## config.mk

```make
export PLATFORM = sky130hd
export DESIGN_NAME = nn_seq_ctrl_flat
export DESIGN_NICKNAME = d
export VERILOG_FILES = /design/src/rtl/nn_seq_ctrl_if.sv /design/src/rtl/nn_seq_ctrl.sv /design/src/flat_wrapper.sv
export SDC_FILE = /design/constraint.sdc
export NUM_CORES = 1
export LEC_CHECK = 0
export CAP_MARGIN = 20
export CORE_MARGIN = 4
export CORE_UTILIZATION = 40
export CTS_CLUSTER_DIAMETER = 60
export CTS_CLUSTER_SIZE = 25
export DETAILED_ROUTE_END_ITERATION = 10
export GPL_TIMING_DRIVEN = 1
export SETUP_SLACK_MARGIN = 0.4
export SLEW_MARGIN = 30
export SYNTH_ARGS = -nofsm -noshare
export SYNTH_HDL_FRONTEND = slang
export SYNTH_SLANG_ARGS = --single-unit
```

## constraint.sdc

```tcl
create_clock -name clk -period 11.3 [get_ports clk]
set_input_delay 2.26 -clock clk [delete_from_list [all_inputs] [get_ports clk]]
set_output_delay 2.26 -clock clk [all_outputs]
set_load 0.01 [all_outputs]
```

## src/rtl/nn_seq_ctrl_if.sv

```systemverilog
// rtl/nn_seq_ctrl_if.sv - control/handshake bundle between nn_seq_ctrl and its datapath/memory
interface nn_seq_ctrl_if #(
  parameter int ADDR_WIDTH = 17
);
  logic                  start;
  logic                  busy;
  logic                  done;
  logic [ADDR_WIDTH-1:0] mem_addr;
  logic [3:0]            r_sh_en;
  logic [1:0]            mac_en;
  logic [1:0]            mac_clr;
  logic                  arg_zero;
  logic [ADDR_WIDTH-1:0] lut_pos;
  logic                  lut_sel;
  logic [ADDR_WIDTH-1:0] lut_idx;

  modport master (
    input  start, arg_zero, lut_idx,
    output busy, done, mem_addr, r_sh_en, mac_en, mac_clr, lut_pos, lut_sel
  );

  modport slave (
    output start, arg_zero, lut_idx,
    input  busy, done, mem_addr, r_sh_en, mac_en, mac_clr, lut_pos, lut_sel
  );
endinterface

```

## src/rtl/nn_seq_ctrl.sv

```systemverilog
// rtl/nn_seq_ctrl.sv - two-layer MLP inference sequencer (addresses, shift/MAC strobes, sigmoid LUT lookups)
// Optional macro NN_SEQ_SKIP_ZERO_EN: pixels whose arg is +/-0 skip the layer-1 weight fetch and MAC.
module nn_seq_ctrl #(
  parameter int ADDR_WIDTH = 17,
  parameter int N_IN       = 784,
  parameter int N_HID      = 25,
  parameter int N_OUT      = 10,
  parameter int IMG_BASE   = 0,
  parameter int W1_BASE    = 784,
  parameter int W2_BASE    = 20384,
  parameter int LUT_BASE   = 20644
) (
  input  logic          clk,
  input  logic          rst,
  nn_seq_ctrl_if.master bus
);

  localparam logic [3:0] S_IDLE   = 4'd0;
  localparam logic [3:0] S_CLR    = 4'd1;
  localparam logic [3:0] S_A_ADDR = 4'd2;
  localparam logic [3:0] S_A_LD   = 4'd3;
  localparam logic [3:0] S_A_CHK  = 4'd4;
  localparam logic [3:0] S_W1     = 4'd5;
  localparam logic [3:0] S_M1     = 4'd6;
  localparam logic [3:0] S_W2     = 4'd7;
  localparam logic [3:0] S_L2_LUT = 4'd8;
  localparam logic [3:0] S_M2     = 4'd9;
  localparam logic [3:0] S_O_LUT  = 4'd10;
  localparam logic [3:0] S_O_SH   = 4'd11;
  localparam logic [3:0] S_DONE   = 4'd12;

  localparam logic [ADDR_WIDTH-1:0] ONE      = ADDR_WIDTH'(1);
  localparam logic [ADDR_WIDTH-1:0] LAST_PIX = ADDR_WIDTH'(N_IN - 1);
  localparam logic [ADDR_WIDTH-1:0] HID_A    = ADDR_WIDTH'(N_HID);
  localparam logic [ADDR_WIDTH-1:0] OUT_A    = ADDR_WIDTH'(N_OUT);
  localparam logic [ADDR_WIDTH-1:0] LAST_OUT = ADDR_WIDTH'(N_OUT - 1);
  localparam logic [ADDR_WIDTH-1:0] IMG_A    = ADDR_WIDTH'(IMG_BASE);
  localparam logic [ADDR_WIDTH-1:0] W1_A     = ADDR_WIDTH'(W1_BASE);
  localparam logic [ADDR_WIDTH-1:0] W2_A     = ADDR_WIDTH'(W2_BASE);
  localparam logic [ADDR_WIDTH-1:0] LUT_A    = ADDR_WIDTH'(LUT_BASE);

  logic [3:0]            state;
  logic [ADDR_WIDTH-1:0] p;   // pixel
  logic [ADDR_WIDTH-1:0] k;   // cycle within W1/W2 burst
  logic [ADDR_WIDTH-1:0] h;   // hidden position, 0 = bias slot
  logic [ADDR_WIDTH-1:0] o;   // output position

`ifndef NN_SEQ_SKIP_ZERO_EN
  logic unused_arg_zero;
  assign unused_arg_zero = bus.arg_zero;
`endif

  always_ff @(posedge clk or negedge rst) begin
    if (!rst) begin
      state <= S_IDLE;
      p     <= '0;
      k     <= '0;
      h     <= '0;
      o     <= '0;
    end else begin
      case (state)
        S_IDLE:   if (bus.start) state <= S_CLR;
        S_CLR: begin
          p     <= '0;
          state <= S_A_ADDR;
        end
        S_A_ADDR: state <= S_A_LD;
        S_A_LD:   state <= S_A_CHK;
        S_A_CHK: begin
`ifdef NN_SEQ_SKIP_ZERO_EN
          if (bus.arg_zero) begin
            if (p == LAST_PIX) begin
              h     <= '0;
              k     <= '0;
              state <= S_W2;
            end else begin
              p     <= p + ONE;
              state <= S_A_ADDR;
            end
          end else begin
            k     <= '0;
            state <= S_W1;
          end
`else
          k     <= '0;
          state <= S_W1;
`endif
        end
        S_W1: begin
          if (k == HID_A) state <= S_M1;
          else            k     <= k + ONE;
        end
        S_M1: begin
          if (p == LAST_PIX) begin
            h     <= '0;
            k     <= '0;
            state <= S_W2;
          end else begin
            p     <= p + ONE;
            state <= S_A_ADDR;
          end
        end
        S_W2: begin
          if (k == OUT_A) state <= S_L2_LUT;
          else            k     <= k + ONE;
        end
        S_L2_LUT: state <= S_M2;
        // N_HID+1 passes through W2: the extra h=0 slot carries the bias
        S_M2: begin
          if (h < HID_A) begin
            h     <= h + ONE;
            k     <= '0;
            state <= S_W2;
          end else begin
            o     <= '0;
            state <= S_O_LUT;
          end
        end
        S_O_LUT: state <= S_O_SH;
        S_O_SH: begin
          if (o == LAST_OUT) state <= S_DONE;
          else begin
            o     <= o + ONE;
            state <= S_O_LUT;
          end
        end
        S_DONE:  state <= S_IDLE;
        default: state <= S_IDLE;
      endcase
    end
  end

  always_comb begin
    bus.busy     = (state != S_IDLE);
    bus.done     = 1'b0;
    bus.mem_addr = '0;
    bus.r_sh_en  = 4'b0000;
    bus.mac_en   = 2'b00;
    bus.mac_clr  = 2'b00;
    bus.lut_pos  = '0;
    bus.lut_sel  = 1'b0;
    case (state)
      S_CLR:    bus.mac_clr = 2'b11;
      S_A_ADDR: bus.mem_addr = IMG_A + p;
      S_A_LD:   bus.r_sh_en = 4'b0001;
      S_W1: begin
        if (k != HID_A) bus.mem_addr = W1_A + p * HID_A + k;
        if (k != '0)    bus.r_sh_en[1] = 1'b1;
      end
      S_M1:     bus.mac_en = 2'b01;
      S_W2: begin
        bus.lut_pos = h;
        if (k != OUT_A) bus.mem_addr = W2_A + h * OUT_A + k;
        if (k != '0)    bus.r_sh_en[2] = 1'b1;
      end
      S_L2_LUT: begin
        bus.lut_pos  = h;
        bus.mem_addr = LUT_A + bus.lut_idx;
      end
      S_M2: begin
        bus.lut_pos  = h;
        bus.mem_addr = LUT_A + bus.lut_idx;
        bus.mac_en   = 2'b10;
      end
      S_O_LUT: begin
        bus.lut_sel  = 1'b1;
        bus.lut_pos  = o;
        bus.mem_addr = LUT_A + bus.lut_idx;
      end
      S_O_SH: begin
        bus.lut_sel  = 1'b1;
        bus.lut_pos  = o;
        bus.mem_addr = LUT_A + bus.lut_idx;
        bus.r_sh_en  = 4'b1000;
      end
      S_DONE:   bus.done = 1'b1;
      default:  bus.done = 1'b0;
    endcase
  end

endmodule

```

## src/flat_wrapper.sv

```systemverilog
// flat-port wrapper written by rule: the top's interface ports become plain ports
module nn_seq_ctrl_flat 
#(
  parameter int ADDR_WIDTH = 17,
  parameter int N_IN       = 784,
  parameter int N_HID      = 25,
  parameter int N_OUT      = 10,
  parameter int IMG_BASE   = 0,
  parameter int W1_BASE    = 784,
  parameter int W2_BASE    = 20384,
  parameter int LUT_BASE   = 20644
)
  (clk, rst, bus_start, bus_arg_zero, bus_lut_idx, bus_busy, bus_done, bus_mem_addr, bus_r_sh_en, bus_mac_en, bus_mac_clr, bus_lut_pos, bus_lut_sel);
  nn_seq_ctrl_if #(.ADDR_WIDTH(ADDR_WIDTH)) bus_i ();
  input  logic clk;
  input  logic rst;
  input wire logic [$bits(bus_i.start)-1:0] bus_start;
  input wire logic [$bits(bus_i.arg_zero)-1:0] bus_arg_zero;
  input wire logic [$bits(bus_i.lut_idx)-1:0] bus_lut_idx;
  output wire logic [$bits(bus_i.busy)-1:0] bus_busy;
  output wire logic [$bits(bus_i.done)-1:0] bus_done;
  output wire logic [$bits(bus_i.mem_addr)-1:0] bus_mem_addr;
  output wire logic [$bits(bus_i.r_sh_en)-1:0] bus_r_sh_en;
  output wire logic [$bits(bus_i.mac_en)-1:0] bus_mac_en;
  output wire logic [$bits(bus_i.mac_clr)-1:0] bus_mac_clr;
  output wire logic [$bits(bus_i.lut_pos)-1:0] bus_lut_pos;
  output wire logic [$bits(bus_i.lut_sel)-1:0] bus_lut_sel;
  assign bus_i.start = bus_start;
  assign bus_i.arg_zero = bus_arg_zero;
  assign bus_i.lut_idx = bus_lut_idx;
  assign bus_busy = bus_i.busy;
  assign bus_done = bus_i.done;
  assign bus_mem_addr = bus_i.mem_addr;
  assign bus_r_sh_en = bus_i.r_sh_en;
  assign bus_mac_en = bus_i.mac_en;
  assign bus_mac_clr = bus_i.mac_clr;
  assign bus_lut_pos = bus_i.lut_pos;
  assign bus_lut_sel = bus_i.lut_sel;
  nn_seq_ctrl #(.ADDR_WIDTH(ADDR_WIDTH), .N_IN(N_IN), .N_HID(N_HID), .N_OUT(N_OUT), .IMG_BASE(IMG_BASE), .W1_BASE(W1_BASE), .W2_BASE(W2_BASE), .LUT_BASE(LUT_BASE)) u_core (.clk(clk), .rst(rst), .bus(bus_i));
endmodule
```

==> flow_metrics.py <==
metrics = {
    "floorplan": {
        "io_pins": 66,
        "die_area_mm2": 0.0227,
        "rows": 51,
        "initial_core_util": 0.413,
        "dieWidth_um": 151,
        "die_h_um": 151,
        "core_area_mm2": 0.0197,
    },
    "logic_synthesis": {
        "synth_seq_area_share": 0.222,
        "synthesis.instances": 923,
        "synth_top_flop_cell": "dfrtp_1",
        "synth_top_cell_area_share": 0.222,
        "synth-seq-cells": 72,
        "synth_warnings": 0,
        "async_reset_ff_frac": 1.00,
        "yosys.area.top_type": "dfrtp_1",
        "ys_types": 77,
        "syn-mean-instance-area_um2": 8.81,
        "synth_nets": 1097,
        "synth_area_mm2": 0.00813,
        "synth_area_leaders": "dfrtp_1, ha_1, fa_1",
        "synth_edf_count": 0,
    },
    "critical_path": {
        "cpMostUsedCell": "ha_1",
        "reg2reg_to": "u_core.p[16]",
        "startpoint": "u_core.h[2]",
        "slowest_delay_ns": 0.52,
        "start_kind": "flop",
        "reg2reg_depth": 9,
        "crit_path_max_fanout": 8,
        "path_cells": "ha_1 > ha_1 > a21o_1 > a21oi_1 > nor2b_1 > nor4_1 > nor2_1 > a21oi_1 > xor2_1 > ha_1 > inv_1 > ha_1 > nor3_1 > o2bb2ai_1 > a311oi_1 > o2111a_1 > a2111oi_4 > xnor2_1 > a221o_1 > clkdlybuf4s50_1",
        "r2r-start": "u_core.p[5]",
        "crit_end": "bus_mem_addr[16]",
        "critPathRequiredTime_ns": 9.04,
        "end_kind": "primary output",
        "arrival_ns": 5.43,
        "crit_type": "flop to primary output",
        "cpMaxStageDelayCell": "a311oi_1",
        "r2r_slack_ns": 8.29,
    },
    "global_route": {
        "antenna_found_initial": 0,
        "track_usage": 0.202,
        "grt_max_degree": 73,
        "first_global_vias": 6844,
        "grt-ovfl-total": 0,
        "grt_pass1_wl_um": 36100,
    },
    "layout": {
        "areaGrowthSynthToFinish_pct": 15.2,
        "fin_nets": 1155,
        "antennaDiodeCount": 0,
        "layout_commonest_cell": "ha_1",
        "final_cell_mix": "ha_1, inv_1, nor2_1",
        "drive_above_1_share": 0.0578,
        "stdcell_count": 1251,
    },
    "routing": {
        "detail_route.wl_per_cell_um": 17.5,
        "viasPerCell": 5.52,
        "totalWireLength_um": 21900,
        "drt-initial-drc-count": 441,
        "firstDrtPassIters": 5,
        "antenna_left": 0,
        "drc": 0,
        "num_vias": 6906,
    },
    "sta": {
        "min_period_over_period": 0.681,
        "maxSlewHeadroom": 0.401,
        "clock_skew_ns": 0.0102,
        "finalHoldViolCount": 0,
        "period_needed_ns": 7.69,
        "hold_ws_ns": 0.581,
        "setup_tns_ns": 0,
        "fmax_ghz": 0.130,
        "setup_viol": 0,
        "drv_slew": 0,
        "rsz0062_at_grt": "false",
        "tightest_slew_ns": 0.896,
    },
    "placement": {
        "gp_congestion": 0.895,
        "dp.cells": 1235,
        "port_buffers": 64,
        "dp_hpwl_um": 17300,
    },
    "cts": {
        "holdBufCountCts": 0,
        "cts_tree": "built",
        "clk_latency_ns": 0.35,
        "cts_setup_buffers": 0,
        "cts.repair.resized": 0,
        "clk_pin_slew_worst_paths_ns": 0.07,
        "cts_root_buf": "clkbuf_16",
        "htree_levels": 3,
        "cts_max_path_buffers": 2,
        "clock-sinks": 72,
        "numCtsBuffers": 9,
    },
    "power_and_ir_drop": {
        "p_per_area_mw_per_mm2": 62.1,
        "ir_worst_vdd_uv": 77.4,
        "p_leak_uw": 0.00447,
    },
    "run": {
        "maxCapViolCount": 0,
    },
    "outcome": {
        "outcome": "completed",
    },
    "hold_path": {
        "holdCritPathClass": "flop to flop",
    },
}
==> per-stage QoR <==
stage          area, um2  power [uW]  setup slack [ns]   util
2_1_floorplan       8130         269              4.99      -
3_3_place_gp        9060         285              3.98  0.460
3_5_place_dp        9060         285              3.98  0.460
4_1_cts             9370         589              3.55  0.475
5_1_grt             9370         600              3.22  0.475
6_report            9370         582              3.61  0.475
==> sequential cells by signal, indices dropped and copies added (netlist names) <==
signal and cells:
u_core.k 17, u_core.o 17, u_core.p 17, u_core.h 17, u_core.state 4
==> synth_stat cells (5+ instances only) <==
library cell	count
and3_1	11
dfrtp_1	72
o31ai_1	9
nor4_1	9
o21a_1	8
nand3_1	22
nand2b_1	12
a21oi_1	29
and4_1	8
xor2_1	34
fa_1	26
clkbuf_1	17
o21bai_1	5
nand2_1	43
nor2b_1	13
nor3_1	22
a222oi_1	6
xnor2_1	55
a21o_1	10
or3_1	5
ha_1	127
and2_1	8
a22o_1	18
inv_1	106
o21ai_0	42
nor2_1	98
nand4_1	17
a31oi_1	5
==> worst max-delay path, delay by kind of cell, from the launching register on <==
family	cells	cell delay, ns
simple gates	4	0.56
buf+inv	2	0.55
compound gates	8	1.99
xor+xnor	2	0.36
flops	1	0.48
fa+ha+maj	4	1.15
==> power breakdown <==
part           total, uW  switching, uW  internal (uW)  leakage [uW]
registers            258              0            258      0.000972
clock network        302            128            174      0.000148
logic               22.1           12.4           9.76       0.00335
==> worst min path at each step <==
stage	end	slack (ns)	depth (start not counted)	startpoint
final	u_core.o[16]	0.58	2	u_core.o[16]
after global routing	u_core.o[14]	0.62	1	u_core.o[14]
after CTS	u_core.o[16]	0.59	2	u_core.o[16]
after detailed placement	u_core.o[14]	0.56	1	u_core.o[14]
after global placement	u_core.o[16]	0.56	2	u_core.o[16]
after floorplan	u_core.h[16]	0.49	1	u_core.h[16]
==> cells by family after synthesis <==
kind of cell,Yosys count,share of synthesized area
AO/OA/AOI/OAI,183,0.168
XOR/XNOR,93,0.104
adder cells (fa/ha/maj),153,0.259
buffers and inverters,130,0.0625
flip-flops,72,0.222
multiplexers,3,0.00369
AND/OR/NAND/NOR,289,0.182
==> per-layer routing <==
layer / up-vias / track usage / wire length (um)
li1: 3382 / - / -
met1: 3304 / 0.292 / 10500
met2: 200 / 0.318 / 9900
met3: 20 / 0.0328 / 1290
met4: 0 / 0.0431 / 288
met5: - / 0 / 0
==> final cells by class <==
type | instances | area, um2
inverters | 106 | 398
well taps | 265 | 332
flip-flops and latches | 72 | 1800
repair buffers | 71 | 694
clock inverters | 7 | 80.1
multi-input cells | 721 | 5840
clock buffers | 9 | 225
fillers | 1904 | 10300
Note: power is estimated with default switching activity, not from simulation.
